**src/rtl/uart_parity_tx_sm.sv**
```systemverilog
// -----------------------------------------------------------------------------
// uart_parity_tx_sm
// UART transmitter feeding the 9-bit parity receiver path. A byte is sent as
// start(0), d0..d7 LSB first, parity, stop(1): 11 bit periods per frame.
// Each bit is held CLKS_PER_BIT clk cycles. The line idles high.
//
// Parameters
//   CLKS_PER_BIT : clk cycles per bit period (>= 1)
//   PARITY_ODD   : 0 = even parity (^data), 1 = odd parity (~^data)
//
// Ports
//   clk        in   single clock, all state changes on posedge
//   reset      in   asynchronous active-high reset
//   tx_data    in   byte to send, sampled only on acceptance
//   tx_valid   in   host offers tx_data
//   tx_ready   out  combinational: byte accepted this cycle if tx_valid
//   abort      in   synchronous active-high frame kill (receiver reset request)
//   Tx_out     out  registered serial line
//   busy       out  registered, high whenever the FSM is not IDLE
//   frame_done out  registered, high on the last clk of the STOP bit period
//
// Build option
//   UART_TX_HOLD_BUF_EN : adds a one-entry holding register so a byte can be
//   accepted while a frame is in flight and sent with zero idle cycles.
//   Undefined: no buffer, at least one idle cycle between frames.
// -----------------------------------------------------------------------------
module uart_parity_tx_sm #(
    parameter int unsigned CLKS_PER_BIT = 1,
    parameter int unsigned PARITY_ODD   = 0
) (
    input  logic       clk,
    input  logic       reset,
    input  logic [7:0] tx_data,
    input  logic       tx_valid,
    output logic       tx_ready,
    input  logic       abort,
    output logic       Tx_out,
    output logic       busy,
    output logic       frame_done
);

    localparam int unsigned BAUD_W = (CLKS_PER_BIT > 1) ? $clog2(CLKS_PER_BIT) : 1;
    localparam logic [BAUD_W-1:0] BAUD_LAST = BAUD_W'(CLKS_PER_BIT - 1);
    localparam logic [2:0] IDX_LAST = 3'd7;

    typedef enum logic [2:0] {
        S_IDLE   = 3'd0,
        S_START  = 3'd1,
        S_DATA   = 3'd2,
        S_PARITY = 3'd3,
        S_STOP   = 3'd4
    } state_t;

    state_t            state_q, state_d;
    logic [BAUD_W-1:0] baud_q, baud_d;
    logic [2:0]        idx_q, idx_d;
    logic [7:0]        shift_q, shift_d;
    logic              par_q, par_d;
    logic              tx_q, tx_d;
    logic              busy_q, busy_d;
    logic              done_q, done_d;

`ifdef UART_TX_HOLD_BUF_EN
    logic [7:0]        buf_data_q, buf_data_d;
    logic              buf_par_q, buf_par_d;
    logic              buf_full_q, buf_full_d;
`endif

    logic              baud_last;
    logic              accept;
    logic              in_par;

    // Parity of the incoming byte, computed at acceptance so the frame never
    // depends on tx_data again.
    assign in_par    = (PARITY_ODD != 0) ? ~^tx_data : ^tx_data;
    assign baud_last = (baud_q == BAUD_LAST);

`ifdef UART_TX_HOLD_BUF_EN
    assign tx_ready = ~abort && ((state_q == S_IDLE) || !buf_full_q);
`else
    assign tx_ready = ~abort && (state_q == S_IDLE);
`endif

    assign accept = tx_valid && tx_ready;

    // Next-state and output logic.
    always_comb begin
        state_d = state_q;
        baud_d  = baud_q;
        idx_d   = idx_q;
        shift_d = shift_q;
        par_d   = par_q;
        tx_d    = tx_q;
`ifdef UART_TX_HOLD_BUF_EN
        buf_data_d = buf_data_q;
        buf_par_d  = buf_par_q;
        buf_full_d = buf_full_q;
`endif

        case (state_q)
            S_IDLE: begin
                tx_d = 1'b1;
                if (accept) begin
                    state_d = S_START;
                    shift_d = tx_data;
                    par_d   = in_par;
                    tx_d    = 1'b0;
                    baud_d  = '0;
                    idx_d   = '0;
                end
            end

            S_START: begin
                if (baud_last) begin
                    state_d = S_DATA;
                    tx_d    = shift_q[0];
                    shift_d = shift_q >> 1;
                    baud_d  = '0;
                    idx_d   = '0;
                end else begin
                    baud_d = baud_q + BAUD_W'(1);
                end
            end

            S_DATA: begin
                if (baud_last) begin
                    baud_d = '0;
                    if (idx_q == IDX_LAST) begin
                        state_d = S_PARITY;
                        tx_d    = par_q;
                    end else begin
                        idx_d   = idx_q + 3'd1;
                        tx_d    = shift_q[0];
                        shift_d = shift_q >> 1;
                    end
                end else begin
                    baud_d = baud_q + BAUD_W'(1);
                end
            end

            S_PARITY: begin
                if (baud_last) begin
                    state_d = S_STOP;
                    tx_d    = 1'b1;
                    baud_d  = '0;
                end else begin
                    baud_d = baud_q + BAUD_W'(1);
                end
            end

            S_STOP: begin
                if (baud_last) begin
                    baud_d  = '0;
                    idx_d   = '0;
                    state_d = S_IDLE;
                    tx_d    = 1'b1;
`ifdef UART_TX_HOLD_BUF_EN
                    // Chain the next frame with no idle gap: buffered byte
                    // first, otherwise a byte accepted on this very edge.
                    if (buf_full_q) begin
                        state_d    = S_START;
                        shift_d    = buf_data_q;
                        par_d      = buf_par_q;
                        tx_d       = 1'b0;
                        buf_full_d = 1'b0;
                    end else if (accept) begin
                        state_d = S_START;
                        shift_d = tx_data;
                        par_d   = in_par;
                        tx_d    = 1'b0;
                    end
`endif
                end else begin
                    baud_d = baud_q + BAUD_W'(1);
                end
            end

            default: begin
                state_d = S_IDLE;
                tx_d    = 1'b1;
                baud_d  = '0;
                idx_d   = '0;
            end
        endcase

`ifdef UART_TX_HOLD_BUF_EN
        // Mid-frame acceptance parks the byte; the final-STOP case above
        // already consumed it directly.
        if (accept && (state_q != S_IDLE) && !((state_q == S_STOP) && baud_last)) begin
            buf_data_d = tx_data;
            buf_par_d  = in_par;
            buf_full_d = 1'b1;
        end
`endif

        // Abort overrides everything on this edge.
        if (abort) begin
            state_d = S_IDLE;
            tx_d    = 1'b1;
            baud_d  = '0;
            idx_d   = '0;
`ifdef UART_TX_HOLD_BUF_EN
            buf_full_d = 1'b0;
`endif
        end

        busy_d = (state_d != S_IDLE);
        // Registered pulse lands on the last clk of the STOP period.
        done_d = (state_d == S_STOP) && (baud_d == BAUD_LAST);
    end

    // State register.
    always_ff @(posedge clk or posedge reset) begin
        if (reset) begin
            state_q <= S_IDLE;
            baud_q  <= '0;
            idx_q   <= '0;
            shift_q <= '0;
            par_q   <= 1'b0;
            tx_q    <= 1'b1;
            busy_q  <= 1'b0;
            done_q  <= 1'b0;
        end else begin
            state_q <= state_d;
            baud_q  <= baud_d;
            idx_q   <= idx_d;
            shift_q <= shift_d;
            par_q   <= par_d;
            tx_q    <= tx_d;
            busy_q  <= busy_d;
            done_q  <= done_d;
        end
    end

`ifdef UART_TX_HOLD_BUF_EN
    // Holding register.
    always_ff @(posedge clk or posedge reset) begin
        if (reset) begin
            buf_data_q <= '0;
            buf_par_q  <= 1'b0;
            buf_full_q <= 1'b0;
        end else begin
            buf_data_q <= buf_data_d;
            buf_par_q  <= buf_par_d;
            buf_full_q <= buf_full_d;
        end
    end
`endif

    assign Tx_out     = tx_q;
    assign busy       = busy_q;
    assign frame_done = done_q;

endmodule
```
**config.mk**
```make
export PLATFORM = sky130hd
export DESIGN_NAME = uart_parity_tx_sm
export DESIGN_NICKNAME = d
export VERILOG_FILES = /design/src/rtl/uart_parity_tx_sm.sv
export SDC_FILE = /design/constraint.sdc
export NUM_CORES = 1
export LEC_CHECK = 0
export CAP_MARGIN = 20
export CORE_UTILIZATION = 45
export CTS_CLUSTER_SIZE = 10
export DETAILED_ROUTE_END_ITERATION = 8
export GPL_ROUTABILITY_DRIVEN = 0
export PLACE_DENSITY = 0.73
export SLEW_MARGIN = 20
export SYNTH_ARGS = -nofsm -noshare
export SYNTH_HDL_FRONTEND = slang
export SYNTH_SLANG_ARGS = --single-unit
```
**constraint.sdc**
```tcl
create_clock -name clk -period 4.03 [get_ports clk]
set_clock_uncertainty 0.1 [all_clocks]
set_input_delay 0.806 -clock clk [delete_from_list [all_inputs] [get_ports clk]]
set_output_delay 0.806 -clock clk [all_outputs]
set_load 0.02 [all_outputs]
```
Yosys cells after proc, flatten, opt, wreduce, memory -nomap -nowiden
Index checks and enable logic that the tools add are counted.
{"block": "totals", "regBits": 19, "latchBits": 0, "ram_bits": 0, "rom_bits": 0, "output_inout_bits": 4, "word_cells": 73, "n_memories": 0}
{"block": "classes", "add_sub_neg": 2, "mul": 0, "div_mod_pow": 0, "order_cmp": 0, "n_eq_ne": 17, "n_shift": 0, "mux": 30, "bitwise_logic": 2, "reduce_logical": 14}
{"op": "3-bit two-way mux", "count": 12}
{"op": "8-bit two-way mux", "count": 4}
{"op": "8-bit one-hot mux with 3 select lines", "count": 1}
{"op": "3-bit != test (second input constant)", "count": 6}
{"op": "3-bit one-hot mux with 5 select lines", "count": 1}
{"op": "3-bit one-hot mux with 4 select lines", "count": 1}
{"op": "2-bit != test (second input constant)", "count": 5}
{"op": "5-bit AND reduction", "count": 2}
{"op": "3-bit equality test (second input constant)", "count": 3}
{"op": "1-bit two-way mux", "count": 9}
{"op": "8-bit parity", "count": 1}
{"op": "3-bit by 2-bit equality test with 1-bit output (second input constant)", "count": 2}
{"op": "3-bit nonzero test", "count": 2}
{"op": "1-bit one-hot mux with 4 select lines", "count": 1}
{"op": "2-bit OR reduction", "count": 2}
{"op": "4-bit OR reduction", "count": 1}
{"op": "3-bit by 1-bit adder with 3-bit output (second input constant)", "count": 1}
{"op": "3-bit by 1-bit equality test with 1-bit output (second input constant)", "count": 1}
{"op": "1-bit logical AND", "count": 3}
{"op": "3-bit logical NOT", "count": 1}
{"op": "3-bit AND reduction", "count": 1}
{"op": "1-bit NOT", "count": 2}
{"op": "1-bit one-hot mux with 2 select lines", "count": 1}
{"op": "2-bit AND reduction", "count": 1}
{"op": "1-bit adder (second input constant)", "count": 1}

Longest topological paths before layout
Gate-level depths: netlist (run 1).
{"block": "logic_depth", "word_depth": 8, "mapped_depth": 6}

Least setup slack after synthesis (run 1)
No wires, ideal clock.
{"block": "synth_timing", "kind": "input to output", "start": "input port abort", "end": "output port tx_ready", "arrival_ps": 1150, "t_required_ps": 3124, "path_slack_ps": 1974, "stages": 1, "path_buffers": 0, "cell_sequence": "nor4_4"}
{"block": "synth_between", "elab_chain_len": 2}
{"item": "from (decl)", "line": "36", "rtl": "input logic abort,"}
{"item": "1-bit NOT", "line": "81", "rtl": "assign tx_ready = ~abort && (state_q == S_IDLE);"}
{"item": "1-bit logical AND", "line": "81"}
{"item": "to (decl)", "line": "35", "rtl": "output logic tx_ready,"}
Every way passes these cells.

Worst setup path in the final report (run 1)
Ends and elaborated chain as after synthesis.

==> impl_metrics.csv, run 1 <==
group,metric,value,unit
route,wl,2040,um
grt,grt_max_degree,20,
synth,synthCells,100,
place,preCtsSetupSlack,796,ps
power,leakagePower,0.546,nW
power,power_density,333,mW/mm^2
synth,synth-seq-area-share,41.5,%
setup_path,start_kind,"input port",
layout,most-common-layout-cells,"18 x dfrtp_1, 17 x mux2_2, 15 x clkdlybuf4s50_1",
min_path,hold_path_class,"flip-flop to flip-flop",
setup_path,worstReg2RegEnd,"shift_q[5]",
grt,grt_pass1_wl,3800,um
cts,htree_levels,1,
min_path,worstHoldStart,"shift_q[4]",
layout,area_growth_syn_to_layout,16.3,%
sta,max_slew.worst_pin.slew,741,ps
layout,utilization,57.7,%
power,switchingPower,0.120,mW
route,wl_met2,967,um
sta,max_freq,309,MHz
grt,overflow,0,
cts,numClockSinks,19,
setup_path,crit_path_end_kind,"primary output",
status,status,"finished, final reports clean",
setup_path,cpLargestDelayFamily,"buffers and inverters",
sta,fin_ws,798,ps
setup_path,worstPathArrival,2330,ps
floorplanning,pin_count,16,
cts,holdBufCountCts,0,
cts,clockBufferDepth,2,
place,place_area,0.00131,sq mm
setup_path,cp_num_buf_inv,2,
place,dpl.cell_count,140,
setup_path,reg2reg_slack,1730,ps
synth,ys_async_sr_fraction,100,%
layout,drive_above_1_share,24.1,%
place,post-dp-hpwl,1490,um
cts,cts_tree,"yes",
grt,track_usage,19.3,%
route,ant_nets,0,
synth,synth.largest_area_cell,"dfrtp_1",
floorplanning,initial_utilization,49.6,%
setup_path,crit_fanout,8,
synth,avgSynthCellArea,11.5,sq um
synth,synth_fp_nets,114,
power,power.share.clock,21.7,%
min_path,hold_path_depth,1,
cts,cts_resized,0,
layout,nets,131,
setup_path,cp_common_cell,"clkdlybuf4s50_1",
route,drtPass1Iterations,4,
sta,timing.hold.ws,414,ps
sta,final-max-slew-violation-count,0,
synth,syn_area,0.00115,sq mm
floorplanning,dieArea,0.00276,sq mm
power,worst_ir_drop_vdd,0.000276,V
synth,synth_ff_type,"dfrtp_1",
run,cap_viol_max_count,0,
floorplanning,die_w,52.6,um
synth,netlist.area_leader.share,39.2,%
route,top_layer,"met4",
route,num_vias,810,
min_path,min_to,"shift_q[4]",
grt,grt_pass1_vias,843,
synth,synthTopCellsByArea,"dfrtp_1 39%, mux2_2 17%, xnor2_1 6.1%",
cts,cts_inserted_buffers,3,
setup_path,max_stage_delay,680,ps
setup_path,path_cells,"clkdlybuf4s50_1, nor4_4, clkdlybuf4s50_1",
setup_path,reg2reg_depth,6,
power,p_int,0.325,mW
sta,setup_viol,0,
sta,rsz0062_at_grt,"false",
route,drtIter0Drc,4,
sta,fin_crit_sh,80.2,%
synth,synth_cell_types,34,
power,power.total,0.445,mW
sta,setup_tns,0,ps
setup_path,required,3120,ps
cts,cts.clk_slew.worst_paths,100,ps
power,switching_share,26.9,%
synth,ys_seq_elements,19,
power,power.share.sequential,53.2,%
route,met3_length,78,um
sta,hold_viol_final,0,
grt,grt_antenna_before_repair,0,
route,viasPerCell,5.63,
route,wl_met1,962,um
layout,fin_area,0.00134,sq mm
sta,relSlewSlack,50.5,%
route,wl_per_cell,14.2,um
setup_path,r2r_start,"idx_q[0]",
layout,n_antenna_cell,0,
synth,synth-edff-count,0,
floorplanning,row_count,17,
setup_path,path_class,"input port to primary output",
route,remaining_drc_errors,0,
layout,stdcell_count,144,
floorplanning,die_y,52.6,um
setup_path,crit_cells,3,
floorplanning,core-area,0.00232,sq mm
cts,cts-root-buf,"clkbuf_4",
cts,clock_latency,290,ps
setup_path,cp_slowest_cell,"clkdlybuf4s50_1",
power,p_comb_share,25.1,%
synth,yosys_warnings,0,
layout,layout_commonest_cell,"dfrtp_1",
place,numPortBuffers,15,
cts,postCtsSetupBuffers,0,
sta,post-route-min-period,3230,ps
-- how the worst max path moves through the flow --
stage | startpoint | to | slack, ps
detailed placement | abort | tx_ready | 800
CTS | abort | tx_ready | 770
finish | abort | tx_ready | 800
global placement | abort | tx_ready | 820
global route | abort | tx_ready | 670
floorplan | abort | tx_ready | 1970
-- worst reg2reg max path: cells and delay by family, from the launching register on --
kind | cells | cell delay (ps)
compound gates | 1 | 130
simple gates | 2 | 720
mux | 1 | 400
fa+ha+maj | 2 | 430
flops | 1 | 420
-- flip-flops by register name (all words and copies together), names as in the netlist --
signal and cells:
state_q 3, frame_done 1, par_q 1, baud_q 1, idx_q 3, Tx_out 1
busy 1, shift_q 8
-- area by class of cell --
type	count	area, sq um
multi-input cells	74	634
fillers	216	981
clock buffers	4	26.3
well taps	28	35.0
flip-flops and latches	19	477
repair buffers	15	150
inverters	4	15.0
-- kinds of logic after synthesis --
logic type | share of synthesized area, %
AO/OA/AOI/OAI | 10.2
XOR/XNOR | 6.09
adder cells (fa/ha/maj) | 2.18
buffers and inverters | 3.37
flip-flops | 41.5
multiplexers | 19.3
AND/OR/NAND/NOR | 17.4
-- metal layers --
layer	track usage (%)	vias to the layer above
met5	0	-
met4	10.5	0
met3	3.19	4
met2	32.3	18
met1	23.4	400
li1	-	388
-- Yosys cell counts (all sizes together), types with 2 or more instances --
library cell and instances:
buf 3, mux2 17, inv 4, xnor2 8, dfrtp 18, nor2b 2
o21ai 2, or2b 2, a21oi 5, ha 2, mux2i 3, nor2 6
nand3 4, nand2 6, nor3b 2, a21o 2
-- power by group through the flow --
stage	Sequential, mW	Combinational, mW	Clock (mW)
4_1_cts	0.237	0.114	0.103
5_1_grt	0.241	0.124	0.107
3_3_place_gp	0.240	0.111	0
6_report	0.237	0.112	0.0965
2_1_floorplan	0.236	0.0851	0
3_5_place_dp	0.241	0.113	0
Power figures use the tool's default switching activity.
==> run 2, diff against run 1 <==
PLACE_DENSITY = 0.75   (was 0.73)
clock period = 2.91 ns   (was 4.03 ns; I/O delays follow)
==> impl_metrics.csv, run 2 (synthesis results as in run 1) <==
group,metric,value,unit
route,drtPass1Iterations,4,
setup_path,reg2reg_depth,4,
grt,grt_pass1_wl,3870,um
cts,cts_inserted_buffers,3,
power,leakagePower,0.559,nW
power,p_int,0.452,mW
grt,overflow,0,
setup_path,r2r_start,"state_q[1]",
power,worst_ir_drop_vdd,0.000382,V
setup_path,reg2reg_slack,620,ps
sta,fin_crit_sh,92.3,%
run,cap_viol_max_count,0,
cts,clockBufferDepth,2,
sta,final-max-slew-violation-count,0,
cts,cts_tree,"yes",
route,viasPerCell,5.62,
layout,multi_input_area,634,sq um
floorplanning,die_w,52.6,um
floorplanning,initial_utilization,49.6,%
route,remaining_drc_errors,0,
grt,grt_antenna_before_repair,0,
power,power.share.sequential,51.9,%
power,power.total,0.634,mW
power,switchingPower,0.182,mW
layout,most-common-layout-cells,"18 x dfrtp_1, 17 x mux2_2, 15 x clkdlybuf4s50_1",
cts,cts-root-buf,"clkbuf_4",
layout,ff_latch_area,477,sq um
power,power.share.clock,22.7,%
route,num_vias,820,
layout,stdcell_count,146,
grt,grt_pass1_vias,883,
layout,fill_cells,191,
setup_path,worstSetupStartpoint,"abort",
setup_path,crit_fanout,8,
route,wl,2130,um
sta,hold_viol_final,0,
setup_path,start_kind,"input port",
setup_path,required,2230,ps
sta,post-route-min-period,2690,ps
sta,relSlewSlack,51.7,%
setup_path,path_class,"input port to primary output",
layout,layout_commonest_cell,"dfrtp_1",
floorplanning,core-area,0.00232,sq mm
layout,nets,133,
layout,n_antenna_cell,0,
grt,track_usage,19.7,%
sta,max_freq,372,MHz
place,numPortBuffers,15,
setup_path,worstReg2RegEnd,"shift_q[1]",
floorplanning,pin_count,16,
cts,cts_resized,0,
min_path,hold_path_class,"flip-flop to flip-flop",
cts,holdBufCountCts,0,
sta,setup_tns,0,ps
cts,postCtsSetupBuffers,0,
route,wl_per_cell,14.6,um
place,dpl.cell_count,142,
place,post-dp-hpwl,1580,um
power,p_comb_share,25.4,%
cts,numClockSinks,19,
status,status,"finished, final reports clean",
cts,clock_latency,320,ps
setup_path,worstPathArrival,2000,ps
layout,drive_above_1_share,26.3,%
route,drtIter0Drc,6,
power,power_density,468,mW/mm^2
cts,cts.clk_slew.worst_paths,110,ps
setup_path,endpoint,"tx_ready",
layout,area_growth_syn_to_layout,17.7,%
route,ant_nets,0,
cts,htree_levels,1,
sta,fin_ws,223,ps
floorplanning,die_y,52.6,um
sta,max_slew.worst_pin.slew,724,ps
floorplanning,dieArea,0.00276,sq mm
layout,largest_register,"shift_q",
power,switching_share,28.7,%
layout,largest_registers,"shift_q x8, idx_q x3, state_q x3",
grt,grt_max_degree,20,
sta,rsz0062_at_grt,"false",
place,preCtsSetupSlack,227,ps
sta,setup_viol,0,
setup_path,crit_path_end_kind,"primary output",
layout,largest_reg_flops,8,
floorplanning,row_count,17,
==> run 2: cell types whose count changed in the layout (fill, tap and decap cells not counted) <==
cell / delta
buf_4: +2
clkbuf_1: -1
clkinv_2: +1
==> run 2: stage by stage <==
step / cell area (sq um) / hold WS (ps) / utilization, %
floorplan: 1150 / 375 / -
global placement: 1330 / 386 / 57.2
detailed placement: 1330 / 390 / 57.2
CTS: 1350 / 420 / 58.4
global route: 1350 / 445 / 58.4
finish: 1350 / 416 / 58.4
==> run 2: power by group through the flow <==
stage | Combinational (mW) | Sequential [mW] | Clock (mW)
2_1_floorplan | 0.118 | 0.326 | 0
3_3_place_gp | 0.158 | 0.332 | 0
6_report | 0.161 | 0.329 | 0.144
3_5_place_dp | 0.163 | 0.334 | 0
4_1_cts | 0.163 | 0.329 | 0.147
5_1_grt | 0.178 | 0.335 | 0.162
==> run 2: worst min path at each step <==
stage / startpoint / endpoint / slack (ps) / cells after the start
finish: shift_q[2] / shift_q[2] / 420 / 1
global route: shift_q[3] / shift_q[3] / 450 / 1
CTS: shift_q[2] / shift_q[2] / 420 / 1
detailed placement: shift_q[7] / shift_q[7] / 390 / 1
global placement: shift_q[4] / shift_q[4] / 390 / 1
floorplan: shift_q[1] / shift_q[1] / 370 / 1
==> run 2: per-layer routing <==
layer	wire length (um)	global-route usage, %
met2	1040	32.1
met5	0	0
met3	94	6.09
met1	964	22.6
met4	29	11.4
==> run 2: worst max-delay path: stages <==
cell             delay (ps)
clkdlybuf4s50_1         560
nor4_4                  220
clkdlybuf4s50_1         650
==> run 2: cell type report <==
type | instances | area share (%)
multi-input combinational | 74 | 46.9
clock inverter | 1 | 0.370
tap | 28 | 2.59
inverter | 4 | 1.11
sequential | 19 | 35.2
clock buffer | 3 | 1.66
timing repair buffer | 17 | 12.2
